==> src/rtl/display_pkg.sv <==
// Shared types, constants and the hex-to-segment decode for the multiplexed display.
package display_pkg;

  typedef struct packed {
    logic       dp;
    logic       blank;
    logic [1:0] spare;
    logic [3:0] value;
  } disp_char_t;

  localparam logic [7:0] BLANK_CHAR = 8'h40;
  localparam logic [6:0] SEG_OFF    = 7'h7F;

  // Active-low segments, bit 0 = a ... bit 6 = g.
  function automatic logic [6:0] hex_to_seg(input logic [3:0] v);
    logic [6:0] s;
    case (v)
      4'h0: s = 7'h40;
      4'h1: s = 7'h79;
      4'h2: s = 7'h24;
      4'h3: s = 7'h30;
      4'h4: s = 7'h19;
      4'h5: s = 7'h12;
      4'h6: s = 7'h02;
      4'h7: s = 7'h78;
      4'h8: s = 7'h00;
      4'h9: s = 7'h10;
      4'hA: s = 7'h08;
      4'hB: s = 7'h03;
      4'hC: s = 7'h46;
      4'hD: s = 7'h21;
      4'hE: s = 7'h06;
      default: s = 7'h0E;
    endcase
    return s;
  endfunction

endpackage

==> src/rtl/char_fifo.sv <==
// Character buffer: power-of-two circular FIFO with registered occupancy count.
module char_fifo #(
  parameter int WIDTH = 8,
  parameter int DEPTH = 16
) (
  input  logic                       clk_i,
  input  logic                       reset_i,
  input  logic                       clear_i,
  input  logic                       push_i,
  input  logic                       pop_i,
  input  logic [WIDTH-1:0]           data_i,
  output logic [WIDTH-1:0]           data_o,
  output logic                       full_o,
  output logic                       empty_o,
  output logic [$clog2(DEPTH+1)-1:0] level_o
);

  localparam int AW = $clog2(DEPTH);
  localparam int LW = $clog2(DEPTH+1);

  logic [WIDTH-1:0] mem_q [DEPTH];
  logic [AW-1:0]    wr_ptr_q, wr_ptr_d;
  logic [AW-1:0]    rd_ptr_q, rd_ptr_d;
  logic [LW-1:0]    level_q, level_d;
  logic             do_push, do_pop;

  assign full_o  = (level_q == LW'(DEPTH));
  assign empty_o = (level_q == '0);
  assign level_o = level_q;
  // Head is read combinationally so a pop tick can shift it into the display that same edge.
  assign data_o  = mem_q[rd_ptr_q];

  always_comb begin
    do_push  = push_i && !full_o && !clear_i;
    do_pop   = pop_i && !empty_o && !clear_i;
    wr_ptr_d = wr_ptr_q;
    rd_ptr_d = rd_ptr_q;
    level_d  = level_q;
    if (clear_i) begin
      wr_ptr_d = '0;
      rd_ptr_d = '0;
      level_d  = '0;
    end else begin
      if (do_push) wr_ptr_d = wr_ptr_q + AW'(1);
      if (do_pop)  rd_ptr_d = rd_ptr_q + AW'(1);
      case ({do_push, do_pop})
        2'b10:   level_d = level_q + LW'(1);
        2'b01:   level_d = level_q - LW'(1);
        default: level_d = level_q;
      endcase
    end
  end

  always_ff @(posedge clk_i or posedge reset_i) begin
    if (reset_i) begin
      wr_ptr_q <= '0;
      rd_ptr_q <= '0;
      level_q  <= '0;
    end else begin
      wr_ptr_q <= wr_ptr_d;
      rd_ptr_q <= rd_ptr_d;
      level_q  <= level_d;
    end
  end

  always_ff @(posedge clk_i) begin
    if (do_push) mem_q[wr_ptr_q] <= data_i;
  end

endmodule

==> src/rtl/multi_digit_display.sv <==
// Scrolling multiplexed 7-segment display fed from a character FIFO.
// Define DISPLAY_DP_EN to drive dp_o from each character's decimal-point bit.
module multi_digit_display
  import display_pkg::*;
#(
  parameter int NUM_DIGITS  = 4,
  parameter int FIFO_DEPTH  = 16,
  parameter int CHAR_PERIOD = 200,
  parameter int SCAN_PERIOD = 1000
) (
  input  logic                            clk_i,
  input  logic                            reset_i,
  input  logic                            clear_i,
  input  logic [7:0]                      char_i,
  input  logic                            valid_i,
  output logic                            ready_o,
  output logic [$clog2(FIFO_DEPTH+1)-1:0] level_o,
  output logic [6:0]                      seg_o,
  output logic                            dp_o,
  output logic [NUM_DIGITS-1:0]           an_o
);

  localparam int CW = $clog2(CHAR_PERIOD);
  localparam int SW = $clog2(SCAN_PERIOD);
  localparam int IW = (NUM_DIGITS > 1) ? $clog2(NUM_DIGITS) : 1;

  logic [CW-1:0]         char_cnt_q, char_cnt_d;
  logic [SW-1:0]         scan_cnt_q, scan_cnt_d;
  logic [IW-1:0]         scan_idx_q, scan_idx_d;
  disp_char_t            digit_q [NUM_DIGITS];
  disp_char_t            digit_d [NUM_DIGITS];
  logic [NUM_DIGITS-1:0] an_q, an_d;
  logic [6:0]            seg_q, seg_d;
  logic                  dp_q, dp_d;
  logic                  pop_tick, scan_tick, pop_fire;
  logic                  fifo_full, fifo_empty;
  logic [7:0]            fifo_data;

  char_fifo #(
    .WIDTH (8),
    .DEPTH (FIFO_DEPTH)
  ) u_fifo (
    .clk_i   (clk_i),
    .reset_i (reset_i),
    .clear_i (clear_i),
    .push_i  (valid_i),
    .pop_i   (pop_tick),
    .data_i  (char_i),
    .data_o  (fifo_data),
    .full_o  (fifo_full),
    .empty_o (fifo_empty),
    .level_o (level_o)
  );

  assign ready_o   = ~fifo_full;
  assign pop_tick  = (char_cnt_q == CW'(CHAR_PERIOD-1));
  assign scan_tick = (scan_cnt_q == SW'(SCAN_PERIOD-1));
  assign pop_fire  = pop_tick && !fifo_empty && !clear_i;

  always_comb begin
    char_cnt_d = pop_tick ? '0 : char_cnt_q + CW'(1);
    scan_cnt_d = scan_tick ? '0 : scan_cnt_q + SW'(1);
    scan_idx_d = scan_idx_q;
    if (scan_tick)
      scan_idx_d = (scan_idx_q == IW'(NUM_DIGITS-1)) ? '0 : scan_idx_q + IW'(1);
    for (int i = 0; i < NUM_DIGITS; i++) digit_d[i] = digit_q[i];
    if (pop_fire) begin
      for (int i = NUM_DIGITS-1; i > 0; i--) digit_d[i] = digit_q[i-1];
      digit_d[0] = disp_char_t'(fifo_data);
    end
    if (clear_i) begin
      char_cnt_d = '0;
      scan_cnt_d = '0;
      scan_idx_d = '0;
      for (int i = 0; i < NUM_DIGITS; i++) digit_d[i] = disp_char_t'(BLANK_CHAR);
    end
  end

  // Output stage decodes the currently indexed digit; it lags the index by one clock.
  always_comb begin
    an_d  = ~(NUM_DIGITS'(1) << scan_idx_q);
    seg_d = digit_q[scan_idx_q].blank ? SEG_OFF : hex_to_seg(digit_q[scan_idx_q].value);
`ifdef DISPLAY_DP_EN
    dp_d  = ~digit_q[scan_idx_q].dp | digit_q[scan_idx_q].blank;
`else
    dp_d  = 1'b1;
`endif
  end

  always_ff @(posedge clk_i or posedge reset_i) begin
    if (reset_i) begin
      char_cnt_q <= '0;
      scan_cnt_q <= '0;
      scan_idx_q <= '0;
      for (int i = 0; i < NUM_DIGITS; i++) digit_q[i] <= disp_char_t'(BLANK_CHAR);
      an_q       <= '1;
      seg_q      <= SEG_OFF;
      dp_q       <= 1'b1;
    end else begin
      char_cnt_q <= char_cnt_d;
      scan_cnt_q <= scan_cnt_d;
      scan_idx_q <= scan_idx_d;
      for (int i = 0; i < NUM_DIGITS; i++) digit_q[i] <= digit_d[i];
      an_q       <= an_d;
      seg_q      <= seg_d;
      dp_q       <= dp_d;
    end
  end

  assign an_o  = an_q;
  assign seg_o = seg_q;
  assign dp_o  = dp_q;

endmodule
==> config.mk <==
export PLATFORM = sky130hd
export DESIGN_NAME = multi_digit_display
export DESIGN_NICKNAME = d
export VERILOG_FILES = /design/src/rtl/display_pkg.sv /design/src/rtl/char_fifo.sv /design/src/rtl/multi_digit_display.sv
export SDC_FILE = /design/constraint.sdc
export NUM_CORES = 1
export LEC_CHECK = 0
export ABC_AREA = 0
export BUFFER_PORTS_ARGS = -buffer_cell sky130_fd_sc_hd__buf_4
export CORE_MARGIN = 5
export CORE_UTILIZATION = 61
export DETAILED_ROUTE_END_ITERATION = 7
export PLACE_DENSITY_LB_ADDON = 0.05
export SETUP_SLACK_MARGIN = 0.3
export SYNTH_ARGS = -nofsm -noshare
export SYNTH_HDL_FRONTEND = slang
export SYNTH_SLANG_ARGS = --single-unit
==> constraint.sdc <==
create_clock -name clk_i -period 4.4 [get_ports clk_i]
set_input_delay 0.44 -clock clk_i [delete_from_list [all_inputs] [get_ports clk_i]]
set_output_delay 0.44 -clock clk_i [all_outputs]
set_load 0.02 [all_outputs]
* After elaboration in Yosys (flattened, before gate mapping)
Memories as Yosys holds them, arrays and structs flattened.
Index checks and enable logic that the tools add are counted.
** Cells by class
- Equality and inequality tests :: 6
- Multiplexer cells :: 21
- Order comparisons :: 1
- Reductions and logical operators :: 12
- Add/subtract/negate cells :: 7
- Bitwise gates (word level) :: 3
- Shift operators :: 1
** Operators with widths (count)
- $mux W32 :: 2
- $mux W7 :: 3
- $mux W10 :: 2
- $bmux W8 S2 :: 1
- $mux W4 :: 4
- $mux W8 :: 2
- $add A10 B1 Y10 const B :: 1
- $eq A10 B10 Y1 const B :: 1
- $pmux W5 S2 :: 1
- $add A4 B1 Y4 const B :: 2
- $add A8 B1 Y8 const B :: 1
- $eq A8 B8 Y1 const B :: 1
- $mux W2 :: 3
- $reduce_bool A2 Y1 :: 3
- $add A5 B1 Y5 const B :: 1
- $eq A5 B5 Y1 const B :: 1
- $logic_not A5 Y1 :: 1
- $mux W5 :: 1
- $sub A5 B1 Y5 const B :: 1
- $eq A2 B2 Y1 const B :: 2
- $logic_and A1 B1 Y1 :: 4
- $not A4 Y4 :: 1
- $shl A1 B2 Y4 const A :: 1
- $ge A3 B3 Y1 const B :: 1
- 7 further kinds :: 10
** Word-level totals
- Memory bits (read-only) :: 112
- Word-level logic and storage cells :: 77
- Input bits :: 12
- Memory bits (writable) :: 128
- Memories kept :: 2
- Register bits :: 76
** Memory list
- u_fifo.mem_q :: words 16, width 8, read ports 1, clocked after Yosys merged registers in 0, write ports 1, RTL line char_fifo.sv:21 : logic [WIDTH-1:0] mem_q [DEPTH];
- (no name shown) :: words 16, width 7, read ports 1, clocked after Yosys merged registers in 0, write ports 0, RTL line display_pkg.sv:17 : case (v)

* Logic depth before layout (Yosys ltp)
- Depth after elaboration :: 7
- Mapped depth :: 14

* Hierarchy
From an unflattened synthesis, not the netlist that was laid out.
** Second synthesis, totals
- Cell total of the unflattened synthesis :: 523
- Area total of the unflattened synthesis :: 8439.3 um^2
** By module, submodules not included
- char_fifo :: sequential area each 4169.0 um^2, cells each 299, times used 1, area an instance 5923.2 um^2
- multi_digit_display :: sequential area each 1295.0 um^2, cells each 224, times used 1, area an instance 2516.2 um^2

* Least setup slack after synthesis
No wires, ideal clock.
- Path type :: register to register
- From :: register char_cnt_q[0]
- To :: register u_fifo.level_q[4] (netlist: u_fifo.level_o[4])
- Slack :: 1.310 ns
- Buffers on the path :: 1
- Library setup time :: 0.078 ns
- Clock period less this slack :: 3.090 ns
- Arrival time :: 3.012 ns
- Required time :: 4.322 ns
- Stages on the path, launching flop included :: 15
- Path through :: dfrtp_1 -> ha_1 -> and2_1 -> clkbuf_1 -> nand3b_1 -> nor4b_1 -> o21ai_0 -> or3_1 -> inv_1 -> ha_1 -> nor2b_1 -> o21a_1 -> or4_1 -> a21o_1 -> a21oi_1
** On the way
- Cells in the longest elaborated chain, start to end :: 6
- Elaborated cells between the ends (all ways) :: 8
- Classes of those cells :: 3 x eq/ne; 2 x mux; 3 x reduce/logical
** Ends and longest elaborated chain
- start: declaration :: RTL line multi_digit_display.sv:27 : logic [CW-1:0] char_cnt_q, char_cnt_d;
- start signal: assignment :: RTL line multi_digit_display.sv:100 : char_cnt_q <= char_cnt_d;
- $eq A8 B8 Y1 * :: RTL line multi_digit_display.sv:56 : assign pop_tick = (char_cnt_q == CW'(CHAR_PERIOD-1));
- $logic_and A1 B1 Y1 * (2 in a row) :: RTL line char_fifo.sv:35 : do_pop = pop_i && !empty_o && !clear_i;
- $eq A2 B1 Y1 / $eq A2 B2 Y1 (equally long branches) :: RTL line char_fifo.sv:46 : case ({do_push, do_pop})
- $pmux W5 S2 :: RTL line char_fifo.sv:46
- $mux W5 :: RTL line char_fifo.sv:39 : if (clear_i) begin
- end signal: assignment :: RTL line char_fifo.sv:62 : level_q <= level_d;
- end: declaration :: RTL line char_fifo.sv:24 : logic [LW-1:0] level_q, level_d;
Every way passes the cells marked *; elsewhere a longest branch is shown, timed or not.
A chain may end at the register's enable or synchronous reset.

* Worst setup path after layout
Same ends and word-level chain as after synthesis.

==> qor.txt <==
status: completed
Synth Instances: 468
hold bufs inserted after CTS: 0
DR vias/cell: 5.67
cells along the critical path: ha_1 > and2_1 > nand3b_1 > nor4b_1 > o21ai_0 > or3_1 > inv_1 > ha_1 > nor2b_1 > o21a_1 > or4_1 > a21o_1 > a21oi_1
Clock Tree Buf Depth: 2
Clock Pin Slew Worst Setup and Hold Paths: 60 ps
remaining antenna violation count: 0
critical path required time: 4850 ps
gpl congestion: 0.790
CP dominant cell by count: ha_1
CP max stage cell: or4_1
Max stage delay on crit path: 430 ps
#FFs+latches synth: 144
core footprint: 0.0103 mm^2
Sink Count: 144
Routed WL: 11200 um
YS warnings: 0
DP Wirelength: 7510 um
hold slack: 139 ps
Worst Path Arrival: 3790 ps
RSZ-0062 raised after global routing: false
CTS tree: built
clock period minus worst slack: 3330 ps
I/O Pins: 30
Cell variety after synth: 50
Cell Pwr Density: 399 mW/mm^2
Rows: 37
via count: 3624
post-cts resize count: 0
Worst-Skew Late Latency: 530 ps
Area growth, synth to finish: 12.9%
startpoint types: flop
Final Cycle Share: 75.8%
initial DRC count: 239
Leak: 2.71 nW
chip height: 113 um
Buffers & Inverters on Critical Path: 1
Hold Violations, Final: 0
Post-CTS Setup Bufs: 0
Mapped Avg Cell Area: 13.8 um^2
vias in the first global route: 3602
Max IR drop VDD: 427 uV
# DRC: 0
fillcell total: 717
Port Buffer Count: 25
total grt overflow: 0
global-route wire length before repair: 19000 um
maximum fanout along the worst path: 6
TNS Setup: 0 ps
Seq/Total Area, Yosys: 62.4%
CTS H-tree lvls: 4
Slew @ Worst Pin: 1060 ps
EDFF count, synth: 80
Die Width: 113 um
initial antenna violation count: 0
Syn Nets: 501
Slew HR: 29.4%
post-DR wirelength/cell: 17.6 um
root buf cell: clkbuf_8
# nets final: 523
DR pass1 iterations: 4
Antenna Cells: 0
Syn Std Cell Area: 0.00645 mm^2
die area: 0.0127 mm^2
CTS buffer count: 17
Setup-failing EPs final: 0
CP delay by family, top: simple AND/OR/NAND/NOR gates
Async SR Flop Fraction: 44.4%
Worst Setup End Kind: flop
Synth Flop Type: edfxtp_1
Hold Crit Class: input port to async pin
layout cells sized above 1: 21.9%
total of max-cap violations: 0
Max Slew Vio Count: 0
crit path kind: flop to flop
Max Fclk: 0.300 GHz
starting density of the core: 62.5%
GRT Resource Usage Total: 19.3%
pin count of the biggest net entering global routing: 65
clk_skew: 7.17 ps
## worst paths after layout
kind | startpoint | end | slack, ps | cells after the start
min in group clk_i | char_i[2] | u_fifo.mem_q[15][2] | 220 | 1
min reg2reg | scan_cnt_q[0] | scan_cnt_q[0] | 460 | 1
max | char_cnt_q[0] | u_fifo.level_o[4] | 1070 | 13
max reg2reg | char_cnt_q[0] | u_fifo.level_o[4] | 1070 | 13
min | reset_i | u_fifo.level_o[1] | 140 | 3
max in group asynchronous | reset_i | scan_cnt_q[8] | 3730 | 3
## layout by cell type (no fill, tap or decap), types with 2 or more instances in the layout
cell type    n
mux2_2       2
buf_4       27
clkinvlp_4   2
nand4_1      3
edfxtp_1    80
nor2b_1      3
nor2_1      50
a21oi_1     21
clkinv_2     7
and3_1       3
clkbuf_16   16
ha_1        20
o211ai_1     4
nand3b_1     5
inv_1       20
clkinv_1     2
nand2_1     49
nor3_1       5
o2111ai_4    2
xor2_1       9
dfrtp_1     49
or4_1        3
dfstp_2     15
mux4_2      27
xnor2_1     12
bufinv_16    3
or3_1        3
nand2b_1     5
and2_1       2
a31o_2       2
nand3_1     11
o21ai_0      4
mux2i_1     12
o221ai_1     3
a21o_1       2
## kinds of logic after synthesis
kind of cell             count (synthesis)  synth area share, %
AND/OR/NAND/NOR                        149                 10.8
flip-flops                             144                 62.4
AO/OA/AOI/OAI                           45                 5.02
buffers and inverters                   45                 2.85
multiplexers                            41                 11.6
XOR/XNOR                                22                 3.10
adder cells (fa/ha/maj)                 21                 4.19
other                                    1               0.0581
## layer usage
metal  global-route usage (%)  up-vias  routed length, um
met2                     31.7       71               5760
met1                     25.0     1808               4880
li1                         -     1727                  -
met5                        0        -                  0
met4                     6.49        0                161
met3                     5.45       18                430
## power breakdown
part | internal [mW] | switching, mW | total (mW)
clock | 0.850 | 0.519 | 1.37
sequential | 1.44 | 0.0107 | 1.45
combinational | 0.0282 | 0.0597 | 0.0879
total | 2.32 | 0.590 | 2.91
## registers in the layout, summed over array words and instances, names as in the netlist, 5 cells and up
signal / cells
digit_q: 20
u_fifo.mem_q: 80
scan_cnt_q: 10
char_cnt_q: 8
u_fifo.level_o: 5
seg_o: 7
## synth_stat cells (all sizes together) (9+ instances only)
cell type   n  area share, %
ha         20            3.9
edfxtp     80             37
clkbuf     12           0.70
dfstp      15            6.1
dfrtp      49             19
a21oi      21            1.6
mux4       27            9.4
xnor2      13            1.9
nand3      11           0.85
buf        12           0.93
inv        21            1.2
nor2       50            2.9
nand2      49            2.9
xor2        9            1.2
mux2i      12            1.9
## layout make-up
type                    count  area, um^2  share of cell area (%)
well taps                 136         170                    2.34
flip-flops and latches    144        4020                    55.2
multi-input cells         279        2240                    30.8
inverters                  21        78.8                    1.08
clock inverters            14         148                    2.03
clock buffers              18         418                    5.74
repair buffers             27         203                    2.78
## through the flow
| step | total power [mW] | util (%) | instance area (um^2) | setup WS [ps] | cells |
|---|---|---|---|---|---|
| 6_report | 2.91 | 70.6 | 7280 | 1070 | 639 |
| 3_5_place_dp | 1.57 | 65.1 | 6720 | 1120 | 607 |
| 5_1_grt | 3.02 | 70.6 | 7280 | 825 | 639 |
| 4_1_cts | 2.94 | 70.6 | 7280 | 1080 | 639 |
| 2_1_floorplan | 1.53 | - | 6450 | 1310 | 468 |
| 3_3_place_gp | 1.56 | 65.1 | 6720 | 1220 | 607 |
## worst register-to-register path, delay by kind of cell (launching register included)
kind	cells	cell delay (ps)
compound gates	4	620
flops	1	370
fa+ha+maj	2	470
buf+inv	1	130
simple gates	6	1670
Power figures use the tool's default switching activity.
